===== src/rtl/clk_gen_pkg.sv =====
// Shared types and sizing helpers for the PHY clock-tree controller.
// Used by clk_gen_ctrl and by the optional clk_gen_shadow checker
// (CLK_GEN_CHECK_EN).
package clk_gen_pkg;

    typedef enum logic [1:0] {
        ST_IDLE   = 2'd0,
        ST_SETTLE = 2'd1,
        ST_RUN    = 2'd2,
        ST_DRAIN  = 2'd3
    } state_e;

    localparam int DEF_DIV_4F     = 8;
    localparam int DEF_SETTLE_CYC = 4;

    // L: log2 of the clk_32f cycles per clk_4f period.
    function automatic int div_log2(input int div);
        return $clog2(div);
    endfunction

    // The phase counter spans one clk_f period: L+2 bits.
    function automatic int cnt_width(input int div);
        return div_log2(div) + 2;
    endfunction

    // Width needed to count 0..n-1, never narrower than one bit.
    function automatic int min1_width(input int n);
        return (n > 1) ? $clog2(n) : 1;
    endfunction

    localparam int DEF_CNT_W = cnt_width(DEF_DIV_4F);

endpackage


===== src/rtl/clk_gen_shadow.sv =====
// Independent shadow divider that cross-checks the clock outputs of
// clk_gen_ctrl. Built only when CLK_GEN_CHECK_EN is defined.
`ifdef CLK_GEN_CHECK_EN
module clk_gen_shadow
    import clk_gen_pkg::*;
#(
    parameter int DIV_4F = DEF_DIV_4F
) (
    input  logic clk_32f,
    input  logic reset,
    input  logic run_entry,   // edge that moves SETTLE -> RUN
    input  logic active,      // current cycle is RUN or DRAIN
    input  logic clk_4f,
    input  logic clk_2f,
    input  logic clk_f,
    output logic err
);
    localparam int HALF = DIV_4F / 2;
    localparam int HW   = min1_width(HALF);
    localparam logic [HW-1:0] HALF_LAST = HW'(HALF - 1);

    logic [HW-1:0] half_q;
    logic          sh_4f_q, sh_2f_q, sh_f_q, err_q;
    logic          tog_4f, tog_2f, tog_f;

    // A slower clock changes phase exactly when the next-faster one starts a
    // new high phase (its underlying divider bit falls), so it toggles when
    // the faster shadow clock is low and about to toggle.
    always_comb begin
        tog_4f = (half_q == HALF_LAST);
        tog_2f = tog_4f & ~sh_4f_q;
        tog_f  = tog_2f & ~sh_2f_q;
    end

    // Shadow toggle flops: preset high on RUN entry, free-run in RUN/DRAIN.
    always_ff @(posedge clk_32f or posedge reset) begin
        if (reset) begin
            half_q  <= '0;
            sh_4f_q <= 1'b0;
            sh_2f_q <= 1'b0;
            sh_f_q  <= 1'b0;
        end else if (run_entry) begin
            half_q  <= '0;
            sh_4f_q <= 1'b1;
            sh_2f_q <= 1'b1;
            sh_f_q  <= 1'b1;
        end else if (active) begin
            half_q  <= tog_4f ? '0 : half_q + HW'(1);
            sh_4f_q <= sh_4f_q ^ tog_4f;
            sh_2f_q <= sh_2f_q ^ tog_2f;
            sh_f_q  <= sh_f_q ^ tog_f;
        end
    end

    // Sticky error: any RUN/DRAIN cycle where an output disagrees with its shadow.
    always_ff @(posedge clk_32f or posedge reset) begin
        if (reset) begin
            err_q <= 1'b0;
        end else if (active && ({clk_4f, clk_2f, clk_f} != {sh_4f_q, sh_2f_q, sh_f_q})) begin
            err_q <= 1'b1;
        end
    end

    assign err = err_q;

endmodule
`endif


===== src/rtl/clk_gen_ctrl.sv =====
// PHY clock-tree controller: sequences IDLE/SETTLE/RUN/DRAIN and generates
// clk_4f, clk_2f, clk_f plus their rise strobes from clk_32f.
// Optional macro CLK_GEN_CHECK_EN adds the err port and a shadow divider.
module clk_gen_ctrl
    import clk_gen_pkg::*;
#(
    parameter int DIV_4F     = DEF_DIV_4F,
    parameter int SETTLE_CYC = DEF_SETTLE_CYC
) (
    input  logic clk_32f,
    input  logic reset,
    input  logic enable,
    output logic clk_4f,
    output logic clk_2f,
    output logic clk_f,
    output logic stb_4f,
    output logic stb_2f,
    output logic stb_f,
    output logic locked,
    output logic busy
`ifdef CLK_GEN_CHECK_EN
    ,
    output logic err
`endif
);
    localparam int L  = div_log2(DIV_4F);
    localparam int CW = cnt_width(DIV_4F);
    localparam int SW = min1_width(SETTLE_CYC);
    localparam logic [CW-1:0] CNT_MAX     = '1;
    localparam logic [SW-1:0] SETTLE_LAST = SW'(SETTLE_CYC - 1);

    state_e        state_q, state_d;
    logic [CW-1:0] cnt_q, cnt_d;
    logic [SW-1:0] settle_q, settle_d;
    logic          active_d;
    logic          clk_4f_q, clk_2f_q, clk_f_q;
    logic          stb_4f_q, stb_2f_q, stb_f_q;

    // Next state, settle count and phase count.
    always_comb begin
        // NOTE: every variable gets a default first so no path leaves it unassigned (no latch).
        state_d  = state_q;
        settle_d = '0;
        cnt_d    = '0;
        unique case (state_q)
            ST_IDLE: begin
                if (enable) state_d = ST_SETTLE;
            end
            ST_SETTLE: begin
                if (!enable)                    state_d  = ST_IDLE;
                else if (settle_q == SETTLE_LAST) state_d  = ST_RUN;
                else                            settle_d = settle_q + SW'(1);
            end
            ST_RUN: begin
                cnt_d = cnt_q + CW'(1);
                if (!enable) state_d = ST_DRAIN;
            end
            ST_DRAIN: begin
                cnt_d = cnt_q + CW'(1);
                // Re-entry wins over the stop when both happen together.
                if (enable) begin
                    state_d = ST_RUN;
                end else if (cnt_q == CNT_MAX) begin
                    // All clocks are low at cnt==all-ones, so stopping here is glitch-free.
                    state_d = ST_IDLE;
                    cnt_d   = '0;
                end
            end
            default: state_d = ST_IDLE;
        endcase
        active_d = (state_d == ST_RUN) || (state_d == ST_DRAIN);
    end

    // State, counters and the dedicated output flops, all aligned with cnt.
    always_ff @(posedge clk_32f or posedge reset) begin
        if (reset) begin
            state_q  <= ST_IDLE;
            cnt_q    <= '0;
            settle_q <= '0;
            clk_4f_q <= 1'b0;
            clk_2f_q <= 1'b0;
            clk_f_q  <= 1'b0;
            stb_4f_q <= 1'b0;
            stb_2f_q <= 1'b0;
            stb_f_q  <= 1'b0;
        end else begin
            // NOTE: non-blocking assignments so every flop samples pre-edge values.
            state_q  <= state_d;
            cnt_q    <= cnt_d;
            settle_q <= settle_d;
            clk_4f_q <= active_d & ~cnt_d[L-1];
            clk_2f_q <= active_d & ~cnt_d[L];
            clk_f_q  <= active_d & ~cnt_d[L+1];
            stb_4f_q <= active_d & (cnt_d[L-1:0] == '0);
            stb_2f_q <= active_d & (cnt_d[L:0] == '0);
            stb_f_q  <= active_d & (cnt_d == '0);
        end
    end

    assign clk_4f = clk_4f_q;
    assign clk_2f = clk_2f_q;
    assign clk_f  = clk_f_q;
    assign stb_4f = stb_4f_q;
    assign stb_2f = stb_2f_q;
    assign stb_f  = stb_f_q;
    assign locked = (state_q == ST_RUN);
    assign busy   = (state_q != ST_IDLE);

`ifdef CLK_GEN_CHECK_EN
    logic run_entry, active_q;

    assign run_entry = (state_q == ST_SETTLE) && (state_d == ST_RUN);
    assign active_q  = (state_q == ST_RUN) || (state_q == ST_DRAIN);

    clk_gen_shadow #(
        .DIV_4F(DIV_4F)
    ) u_shadow (
        .clk_32f  (clk_32f),
        .reset    (reset),
        .run_entry(run_entry),
        .active   (active_q),
        .clk_4f   (clk_4f),
        .clk_2f   (clk_2f),
        .clk_f    (clk_f),
        .err      (err)
    );
`endif

endmodule


===== config.mk =====
export PLATFORM = sky130hd
export DESIGN_NAME = clk_gen_ctrl
export DESIGN_NICKNAME = d
export VERILOG_FILES = /design/src/rtl/clk_gen_pkg.sv /design/src/rtl/clk_gen_shadow.sv /design/src/rtl/clk_gen_ctrl.sv
export SDC_FILE = /design/constraint.sdc
export NUM_CORES = 1
export LEC_CHECK = 0
export CORE_AREA = 5 5 42 44
export DETAILED_ROUTE_END_ITERATION = 12
export DIE_AREA = 0 0 47 49
export DONT_BUFFER_PORTS = 1
export PLACE_DENSITY = 0.65
export SYNTH_ARGS = -nofsm -noshare
export SYNTH_HDL_FRONTEND = slang
export SYNTH_SLANG_ARGS = --single-unit

===== constraint.sdc =====
create_clock -name clk_32f -period 1.7 [get_ports clk_32f]
set_input_delay 0.17 -clock clk_32f [delete_from_list [all_inputs] [get_ports clk_32f]]
set_output_delay 0.17 -clock clk_32f [all_outputs]
set_load 0.005 [all_outputs]

# Word-level counts from Yosys, hierarchy flattened

Cells that the tools add are included.

Output and inout bits: 8
Register bits: 15
Logic and storage cells: 46
Input bits: 3

Add/sub/neg operators: 2
Reductions and logical operators: 6
Multiplexer cells: 13
Eq/ne operators: 7
Bitwise operators: 9

Operator list:

| cell                  | count |
|---|---|
| $mux W2               | 9 |
| $eq A2 B2 Y1 const B  | 5 |
| $mux W5               | 2 |
| $pmux W5 S2           | 1 |
| $pmux W2 S4           | 1 |
| $and A1 B1 Y1         | 6 |
| $add A5 B1 Y5 const B | 1 |
| $eq A5 B5 Y1 const B  | 1 |
| $logic_not A5 Y1      | 1 |
| $logic_not A4 Y1      | 1 |
| $logic_not A3 Y1      | 1 |
| $not A1 Y1            | 3 |
| $add A2 B1 Y2 const B | 1 |
| $eq A2 B1 Y1 const B  | 1 |
| $logic_not A2 Y1      | 1 |
| $reduce_bool A2 Y1    | 1 |
| $logic_or A1 B1 Y1    | 1 |

# Depth between registers and ports, before layout

Gate-level depths: netlist (run 1).

Depth after elaboration: 7
Gate-level depth with buffers: 6

# Worst setup path after synthesis (run 1)

Ideal clock, no wire load.

Kind: register -> register
Start: register cnt_q[0]
End: register clk_2f_q, in the netlist clk_2f
Library setup time: 119 ps
Arrival time: 1600 ps
Cell stages (with the launch flop): 7
Period minus slack after synthesis: 1719 ps
Slack: -19 ps
Path through: dfrtp_1 -> ha_1 -> and3_2 -> ha_1 -> nand2_1 -> a22oi_1 -> o21ba_2

Cells in the longest elaborated chain, start to end: 7

Ends and longest elaborated chain:

| element                                                               | RTL line           | RTL |
|---|---|---|
| start, declared                                                       | clk_gen_ctrl.sv:33 | `logic [CW-1:0] cnt_q, cnt_d;` |
| start signal, assigned                                                | clk_gen_ctrl.sv:89 | `cnt_q <= cnt_d;` |
| parallel branches: the longest is 6 deep, another holds $add A5 B1 Y5 | -                  |  |
| $and A1 B1 Y1 *                                                       | clk_gen_ctrl.sv:92 | `clk_2f_q <= active_d & ~cnt_d[L];` |
| end signal, assigned                                                  | clk_gen_ctrl.sv:92 |  |
| end, declared                                                         | clk_gen_ctrl.sv:36 | `logic clk_4f_q, clk_2f_q, clk_f_q;` |

Mark *: on every way between the ends.

# Worst setup path in the final report (run 1)

Start: register cnt_q[0]
End: register stb_f_q, in the netlist stb_f

Cells in the longest elaborated chain, start to end: 7

Ends and longest elaborated chain:

| element                                                               | RTL line           | RTL |
|---|---|---|
| parallel branches: the longest is 6 deep, another holds $add A5 B1 Y5 | -                  |  |
| $and A1 B1 Y1 *                                                       | clk_gen_ctrl.sv:96 | `stb_f_q <= active_d & (cnt_d == '0);` |
| end signal, assigned                                                  | clk_gen_ctrl.sv:96 |  |
| end, declared                                                         | clk_gen_ctrl.sv:37 | `logic stb_4f_q, stb_2f_q, stb_f_q;` |

Marks and branches as above.

==> results of run 1 <==
-- metrics by stage --
step / setup TNS (ns) / instances / util, % / setup slack [ns] / cell area [µm²]
after floorplan: 0 / 54 / - / 0.0431 / 643
after global placement: 0 / 74 / 49.7 / 0.0464 / 697
after detailed placement: -0.00810 / 74 / 49.7 / -0.00810 / 697
after CTS: 0 / 80 / 53.0 / 0.0264 / 743
after global routing: 0 / 80 / 53.9 / 0.00336 / 756
final: 0 / 80 / 53.9 / 0.0740 / 756
-- per-layer routing --
layer  track usage (%)  up-vias
met4              4.15        0
met2              15.6       12
met1              12.8      191
met5                 0        -
met3              7.01        2
li1                  -      209
-- worst max-delay path, delay by kind of cell, from the launching register on --
family / cells / cell delay, ns
adder cells (fa/ha/maj): 2 / 0.35
AO/OA/AOI/OAI: 2 / 0.26
flip-flops: 1 / 0.42
AND/OR/NAND/NOR: 2 / 0.35
buffers and inverters: 1 / 0.17
-- flip-flops by register name (all words and copies together) (netlist names) --
register and cells:
settle_q 2, stb_2f 1, cnt_q 5, clk_2f 1, state_q 2, stb_f 1
clk_f 1, clk_4f 1, stb_4f 1
-- final cells by class --
type	instances	share of cell area, %
flip-flops and latches	15	49.7
well taps	16	2.65
multi-input cells	35	35.1
inverters	3	1.49
repair buffers	7	7.62
clock buffers	4	3.48
-- worst paths after layout --
path,from,endpoint,cells after the start
worst min-delay path,enable,settle_q[0],2
worst max register to register,cnt_q[0],stb_f,7
max in group asynchronous,reset,clk_2f,2
min in group asynchronous,reset,cnt_q[4],2
worst min register to register,settle_q[0],settle_q[0],1
worst max-delay path,cnt_q[0],stb_f,7
-- kinds of logic (layout without fill, tap and decap cells) --
group                      Yosys count  after routing  synth area share [%]
DFF                                 15             15                  58.8
and+or+nand+nor                     17             17                  15.7
AOI/OAI and AO/OA                   12             12                  13.1
buffers and inverters                4             14                  2.35
adders and majority gates            3              3                  5.88
xor gates and xnor gates             3              3                  4.12
-- layout by cell type (no fill, tap or decap) --
| cell | synthesis | final |
|---|---|---|
| nand3_1 | 1 | 1 |
| dlygate4sd3_1 | 0 | 2 |
| dfrtp_1 | 15 | 15 |
| or2_2 | 1 | 1 |
| nand4b_1 | 1 | 1 |
| a22oi_2 | 0 | 1 |
| or4b_1 | 1 | 1 |
| xnor2_1 | 1 | 1 |
| nor3b_1 | 1 | 1 |
| ha_4 | 0 | 1 |
| a21oi_1 | 5 | 5 |
| ha_1 | 3 | 2 |
| a211oi_2 | 1 | 1 |
| o21ba_2 | 1 | 1 |
| xor2_1 | 2 | 2 |
| nand3b_1 | 1 | 1 |
| clkbuf_1 | 1 | 1 |
| buf_4 | 0 | 5 |
| and2_1 | 2 | 2 |
| nand2_1 | 2 | 2 |
| nor2b_1 | 1 | 1 |
| nor2_1 | 4 | 4 |
| o21ai_1 | 0 | 1 |
| nor4_1 | 1 | 1 |
| clkbuf_4 | 0 | 3 |
| inv_1 | 3 | 3 |
| and3_2 | 1 | 1 |
| a21o_1 | 1 | 1 |
| o21a_1 | 1 | 1 |
| o22a_1 | 1 | 1 |
-- timing repair --
action,in CTS,in global routing
hold endpoints to repair,16,0
pin swaps,2,0
resized for setup,0,2
endpoints found under the setup margin,1,4
buffers inserted,0,0
hold buffers,2,0
-- power breakdown --
part	internal, µW	total, µW	switching (µW)
Combinational	256	473	217
Sequential	492	592	99.7
Clock	90.9	191	99.6
==> reports/metrics.cfg, run 1 <==
[timing]
fin_skew_ns = 0.00158
fin_crit_sh_pct = 95.6
worst_pin_slew_ns = 0.532
relSlewSlack_pct = 64.5
hold_viol_final = 0
min_period_ns = 1.63
rsz0062_at_grt = no
fmax_ghz = 0.615
timing.final.max_slew_violations = 0
worst_hold_slack_ns = 0.0385
setup_viol = 0

[global_route]
grt_pass1_wl_um = 1790
grt_pass1_vias = 411
grt_usage_pct = 10.9
grt_max_degree = 16
antenna_found_initial = 0
overflow = 0

[finish]
area_growth_pct = 18.4
seq_area_um2 = 375
final_layout_size_suffix_gt1_share_pct = 21.9
num_antenna_cells = 0
fin_nets = 71
multiInputGateArea_um2 = 265
n_fill_cell = 125

[die]
die_x_um = 47
core_um2 = 1400
initial_utilization_pct = 45.5
die_area_um2 = 2300
fp-row-count = 14
io_pins = 11
dieHeight_um = 49

[synth]
avgSynthCellArea_um2 = 11.8
syn_inst = 54
ys_ff_latch = 15
synth_edf_count = 0
synth.most_common_cell = dfrtp_1
synth_top_area_share_pct = 58.8
synth_area_leader_cell = dfrtp_1
yosysWarnings = 0
ys.flop_type = dfrtp_1
synth_nets = 60
synthTopCellsByArea = dfrtp_1 59%, ha_1 5.9%, a21oi_1 3.9%, xor2_1 2.7%, nor2_1 2.4%
async_reset_ff_share_pct = 100
synth.distinct_cells = 26
synth_seq_area_share_pct = 58.8
syn_area_um2 = 638
yosys-top-cells-count = 15 x dfrtp_1, 5 x a21oi_1, 4 x nor2_1

[setup_path]
slowest_delay_ns = 0.42
crit_type = reg2reg
crit_chain = ha_4 -> and3_2 -> ha_1 -> nand2_1 -> a22oi_2 -> buf_4 -> a211oi_2
worst-path-max-fanout = 6
arrival_ns = 1.82
startpoint_type = flop
critPathSlowestCell = dfrtp_1
rrSetupSlack_ns = 0.07
worst_setup_path_end_kind = flop
cp_data_required_time_ns = 1.89

[cts]
clock-root-buffer = clkbuf_4
clk_path_buf_depth = 2
cts_made_buffers = 3
clkSinkCount = 15
clk_pin_slew_ns = 0.08
clk_latency_ns = 0.27
h-tree-depth = 1
cts_tree = done

[route]
highest-signal-layer = met4
wirelength_um = 1070
wl_met3_um = 84
wl_met1_um = 496
vias_per_cell = 5.18
wl_met2_um = 478
vias = 414
first_iter_violations = 2
drc = 0
dr.pass1.iters = 4
drtAntennaViolNets = 0
wl_per_cell_um = 13.4

[placed_design]
hpwl_um = 795
io_buffers = 0
gp_congestion = 0.767

[power_and_ir_drop]
power.total_uw = 1260
vdd_ir_drop_max_v = 0.000864
p_leak_uw = 0.000338
powerDensity_nw_per_um2 = 1660

[run]
maxCapViolations = 0

[hold_path]
hold_path_class = in2reg

[status]
status = completed

No activity file was read; power rests on OpenSTA's default activity.
==> run 2, diff against run 1 <==
--- a/config.mk
+++ b/config.mk
@@ -5,11 +5,11 @@
 export SDC_FILE = /design/constraint.sdc
 export NUM_CORES = 1
 export LEC_CHECK = 0
-export CORE_AREA = 5 5 42 44
+export ABC_AREA = 1
+export CORE_MARGIN = 5
+export CORE_UTILIZATION = 45
 export DETAILED_ROUTE_END_ITERATION = 12
-export DIE_AREA = 0 0 47 49
-export DONT_BUFFER_PORTS = 1
-export PLACE_DENSITY = 0.65
+export PLACE_DENSITY = 0.71
 export SYNTH_ARGS = -nofsm -noshare
 export SYNTH_HDL_FRONTEND = slang
 export SYNTH_SLANG_ARGS = --single-unit
==> run 2 against run 1 <==
Register-to-register slack improved by 0.05 ns. Cell count increased by 25%. Synthesized area increased by 9.8%. Sequential share of layout area decreased by 5.1 points.
==> reports/metrics.cfg, run 2 <==
[setup_path]
path_buf_inv = 3
cp_data_required_time_ns = 1.53
crit_type = reg2out
arrival_ns = 1.44
crit_chain = inv_2 -> nand2_4 -> inv_1 -> clkdlybuf4s50_1
worst-path-max-fanout = 5
critPathSlowestCell = clkdlybuf4s50_1
crit_family = buffers and inverters
critPathLaunch = state_q[0]
worst_setup_path_end_kind = primary output
slowest_delay_ns = 0.48
startpoint_type = flop
r2r-start = cnt_q[0]

[finish]
final_common_cell = dfrtp_1
num_antenna_cells = 0
fin_nets = 91
reg_top3 = cnt_q: 5 flops, settle_q: 2 flops, state_q: 2 flops
final_layout_size_suffix_gt1_share_pct = 22.6
largest_reg_flops = 5
final_cell_mix = 14 x dfrtp_1, 11 x inv_1, 10 x nand2_1, 10 x clkdlybuf4s50_1
area_growth_pct = 20.5
largest-register = cnt_q
n_fill_cell = 124
utilization_pct = 56.7

[global_route]
antenna_found_initial = 0
overflow = 0
grt_pass1_wl_um = 2020
grt_pass1_vias = 492
grt_max_degree = 16
grt_usage_pct = 10.8

[run]
maxCapViolations = 0

[synth]
synthTopCellsByArea = dfrtp_1 54%, inv_1 5.9%, ha_1 5.4%, nand2_1 5.4%, nand2_4 4.8%
yosysWarnings = 0
yosys.area_share.simple_pct = 28.9
synth_area_leader_cell = dfrtp_1
async_reset_ff_share_pct = 100
synth_edf_count = 0
synth_top_family_by_area = simple AND/OR/NAND/NOR gates
synth.distinct_cells = 18
synth_nets = 76
synth_top_area_share_pct = 53.6
synth_compound_area_share_pct = 1.79
synth-xor-area-share_pct = 1.25
syn_area_um2 = 701
muxShareOfSynthArea_pct = 0
synth_adder_area_share_pct = 5.36
yosys-top-cells-count = 15 x dfrtp_1, 11 x inv_1, 10 x nand2_1
synth.most_common_cell = dfrtp_1
ys_ff_latch = 15
ys.flop_type = dfrtp_1
synth_seq_area_share_pct = 53.6
avgSynthCellArea_um2 = 10.0
syn_inst = 70

[timing]
worst_hold_slack_ns = 0.224
min_period_ns = 1.61
fin_crit_sh_pct = 94.4
worst_pin_slew_ns = 0.530
fin_skew_ns = 0.00506
hold_viol_final = 0
timing.final.max_slew_violations = 0
setup_tns_ns = 0
relSlewSlack_pct = 64.6
setup_viol = 0
fmax_ghz = 0.623

[cts]
clock-root-buffer = clkbuf_4
clk_latency_ns = 0.28
cts_made_buffers = 3
h-tree-depth = 1
clkSinkCount = 15
clk_path_buf_depth = 2
cts_tree = done
clk_pin_slew_ns = 0.08
cts_hold_buf = 0

[placed_design]
gp_congestion = 0.803
hpwl_um = 887
io_buffers = 10

[die]
core_um2 = 1490
initial_utilization_pct = 47.1
fp-row-count = 14
io_pins = 11
die_x_um = 49.5
dieHeight_um = 49.5
die_area_um2 = 2450

[power_and_ir_drop]
p_leak_uw = 0.000496
powerDensity_nw_per_um2 = 732
p_clk_share_pct = 31.2
combPwrFrac_pct = 8.5
vdd_ir_drop_max_v = 0.000552
power.total_uw = 618
pwr-share-seq_pct = 60.3
switching_share_pct = 22.4
p_switching_uw = 139
p_int_uw = 479

[route]
drc = 0
vias_per_cell = 4.89
wirelength_um = 1140
wl_per_cell_um = 11.4
drtAntennaViolNets = 0
first_iter_violations = 5
dr.pass1.iters = 4
vias = 489

[hold_path]
hold_path_class = in2async

[status]
status = completed

==> run 2: cell count changes in the layout (fill, tap and decap cells not counted), moves of 3 or more <==
cell	change
inv_2	+3
inv_1	+8
nand2_4	+3
nand2_2	+3
nand3_1	+4
clkdlybuf4s50_1	+10
a21oi_1	-4
nand2_1	+8
buf_4	-4
==> run 2: worst reg2reg max path, delay by kind of cell, from the launching register on <==
family / cells / cell delay, ns
simple gates: 7 / 0.56
fa+ha+maj: 2 / 0.43
flops: 1 / 0.42
buf+inv: 1 / 0.06
==> run 2: metal layers <==
layer / routed length [µm] / global-route usage, % / share of wire, %
met4: 37 / 7.86 / 3.2
met1: 500 / 13.1 / 44
met2: 534 / 15.9 / 47
met3: 69 / 3.61 / 6.0
met5: 0 / 0 / 0
==> run 2: timing repair <==
action / CTS / global route
endpoints found under the hold margin: 0 / 0
resized for setup: 0 / 1
setup buffers: 0 / 1
setup endpoints to repair: 0 / 3
==> run 2: cells by family (layout without fill, tap and decap cells) <==
logic type / Yosys count / in the layout
simple gates: 34 / 34
flops: 15 / 15
buf+inv: 15 / 29
fa+ha+maj: 3 / 3
compound gates: 2 / 2
xor+xnor: 1 / 1
==> run 2: area by class of cell <==
| type | instances | area (µm²) | share of cell area [%] |
|---|---|---|---|
| Tap cell | 16 | 20.0 | 2.37 |
| Sequential cell | 15 | 377 | 44.6 |
| Inverter | 14 | 52.6 | 6.22 |
| Timing Repair Buffer | 11 | 108 | 12.7 |
| Multi-Input combinational cell | 40 | 262 | 31.0 |
| Clock buffer | 4 | 26.3 | 3.11 |
==> run 2: final timing paths <==
check	to	slack (ns)	cells after the start
max	locked	0.09	4
min	cnt_q[0]	0.22	2
max reg2reg	stb_f	0.12	10
min reg2reg	settle_q[0]	0.44	1
max in group asynchronous	state_q[1]	1.09	2
min in group clk_32f	settle_q[0]	0.44	1
==> run 2: per-stage QoR <==
stage	area [µm²]	instances	setup slack [ns]
after CTS	836	99	0.0298
after floorplan	701	70	0.262
after global placement	810	95	0.148
final	845	100	0.0949
after detailed placement	810	95	0.111
after global routing	845	100	-0.00185
==> run 2: power groups by stage <==
stage                     logic (µW)  clock network (µW)  registers [µW]
final                           52.4                 193             372
after global routing            58.5                 215             374
after CTS                       53.1                 201             372
after detailed placement        52.7                   0             380
after global placement          51.9                   0             379
after floorplan                 30.4                   0             378
==> run 3, diff against run 2 <==
--- a/config.mk
+++ b/config.mk
@@ -9,6 +9,7 @@
 export CORE_MARGIN = 5
 export CORE_UTILIZATION = 45
 export DETAILED_ROUTE_END_ITERATION = 12
+export HOLD_SLACK_MARGIN = 0.05
 export PLACE_DENSITY = 0.71
 export SYNTH_ARGS = -nofsm -noshare
 export SYNTH_HDL_FRONTEND = slang
==> constraint.sdc (replaced) <==
create_clock -name clk_32f -period 1.4 [get_ports clk_32f]
set_input_delay 0.14 -clock clk_32f [delete_from_list [all_inputs] [get_ports clk_32f]]
set_output_delay 0.14 -clock clk_32f [all_outputs]
set_load 0.005 [all_outputs]
==> run 3 against run 2 <==
The run now ends with negative setup slack left. Sequential power rose by 21%. Total power grew 27%. Critical path depth increased by 4. Worst hold slack got worse by 0.069 ns. Global-route usage grew 3.3 points. Die area did not move. Sequential share of layout area fell by 6.2 points. Critical endpoint is now stb_f.
==> reports/metrics.cfg, run 3 (synthesis gave the netlist of run 2 again) <==
[status]
status = finished with violations
violations = negative setup slack

[route]
vias = 545
drtAntennaViolNets = 0
wirelength_um = 1500
first_iter_violations = 3
wl_per_cell_um = 13.5
vias_per_cell = 4.91
dr.pass1.iters = 2
drc = 0

[finish]
final_layout_size_suffix_gt1_share_pct = 42.1
area_growth_pct = 40.2
n_fill_cell = 112
reg_top3 = cnt_q: 5 flops, settle_q: 2 flops, state_q: 2 flops
largest-register = cnt_q
final_common_cell = dfrtp_1
largest_reg_flops = 5
fin_nets = 102
final_cell_mix = 14 x dfrtp_1, 12 x buf_4, 10 x inv_1
num_antenna_cells = 0

[setup_path]
startpoint_type = flop
worst_setup_path_end_kind = flop
reg2reg_depth = 8
critPathLaunch = cnt_q[1]
crit_type = reg2reg
r2r-end = stb_f
r2r-start = cnt_q[1]
cp_data_required_time_ns = 1.61
worst-path-max-fanout = 2
arrival_ns = 1.69
rrSetupSlack_ns = -0.08

[cts]
clock-root-buffer = clkbuf_4
cts_tree = done
clkSinkCount = 15
clk_path_buf_depth = 2
h-tree-depth = 1
cts_made_buffers = 3
clk_latency_ns = 0.28
clk_pin_slew_ns = 0.09

[timing]
worst_pin_slew_ns = 0.246
min_period_ns = 1.48
worst_hold_slack_ns = 0.156
fin_crit_sh_pct = 106
hold_viol_final = 0
timing.final.max_slew_violations = 0
fin_ws_ns = -0.0847
relSlewSlack_pct = 83.5
fin_skew_ns = 0.00284
fmax_ghz = 0.674
rsz0062_at_grt = yes
setup_tns_ns = -0.255
setup_viol = 7

[placed_design]
io_buffers = 10
hpwl_um = 1080
gp_congestion = 0.698

[power_and_ir_drop]
p_leak_uw = 0.000584
powerDensity_nw_per_um2 = 799
vdd_ir_drop_max_v = 0.000696

[hold_path]
hold_path_class = in2async

[die]
die_x_um = 49.5
die_area_um2 = 2450
initial_utilization_pct = 47.1
dieHeight_um = 49.5
io_pins = 11
core_um2 = 1490
fp-row-count = 14

[global_route]
grt_usage_pct = 14.1
antenna_found_initial = 0
grt_pass1_wl_um = 2660
grt_max_degree = 16
overflow = 0
grt_pass1_vias = 599

[run]
maxCapViolations = 0

run 3: what timing repair did:
item,in CTS,in global routing
hold buffers,0,0
gates resized for setup,9,8
pin swaps,4,5
endpoints found under the setup margin,10,10
buffers inserted,1,2
cloned,0,0
run 3: worst max-delay path: stages, from the launching register on:
cell,delay [ns]
dfrtp_1,0.36
ha_2,0.19
nand2_2,0.06
nor2_2,0.09
ha_2,0.21
nand3_2,0.12
o211ai_1,0.13
nand2_2,0.10
nor3_2,0.15
run 3: report_power, final:
part | internal (µW) | switching, µW
registers | 443 | 6.54
logic | 41.1 | 49.9
clock network | 111 | 134
run 3: area by class of cell:
class | count | area, µm² | share of cell area (%)
Multi-Input combinational cell | 40 | 319 | 32.5
Inverter | 14 | 52.6 | 5.35
Timing Repair Buffer | 22 | 188 | 19.1
Tap cell | 16 | 20.0 | 2.04
Clock buffer | 4 | 26.3 | 2.68
Sequential cell | 15 | 377 | 38.3
run 3: through the flow:
step / setup WS [ns] / instance area (µm²) / instances / utilization (%) / total power, µW
detailed placement: -0.113 / 882 / 104 / 59.2 / 539
global route: -0.170 / 982 / 111 / 66.0 / 823
finish: -0.0847 / 982 / 111 / 66.0 / 785
CTS: -0.103 / 930 / 109 / 62.4 / 785
floorplan: -0.0236 / 706 / 70 / - / 496
global placement: -0.0433 / 882 / 104 / 59.2 / 535
run 3: worst max-delay path by stage:
stage | end | slack, ns
after CTS | stb_f | -0.10
after detailed placement | stb_f | -0.11
after global routing | stb_f | -0.17
final | stb_f | -0.08
after global placement | stb_f | -0.04
after floorplan | stb_f | -0.02
run 3: routing by layer:
metal  global-route usage (%)  up-vias  part of all wire, %
met2                     23.6       10                   50
met1                     16.6      261                   43
li1                         -      269                    -
met4                     7.86        0                  2.5
met3                     3.01        5                  3.8
met5                        0        -                    0
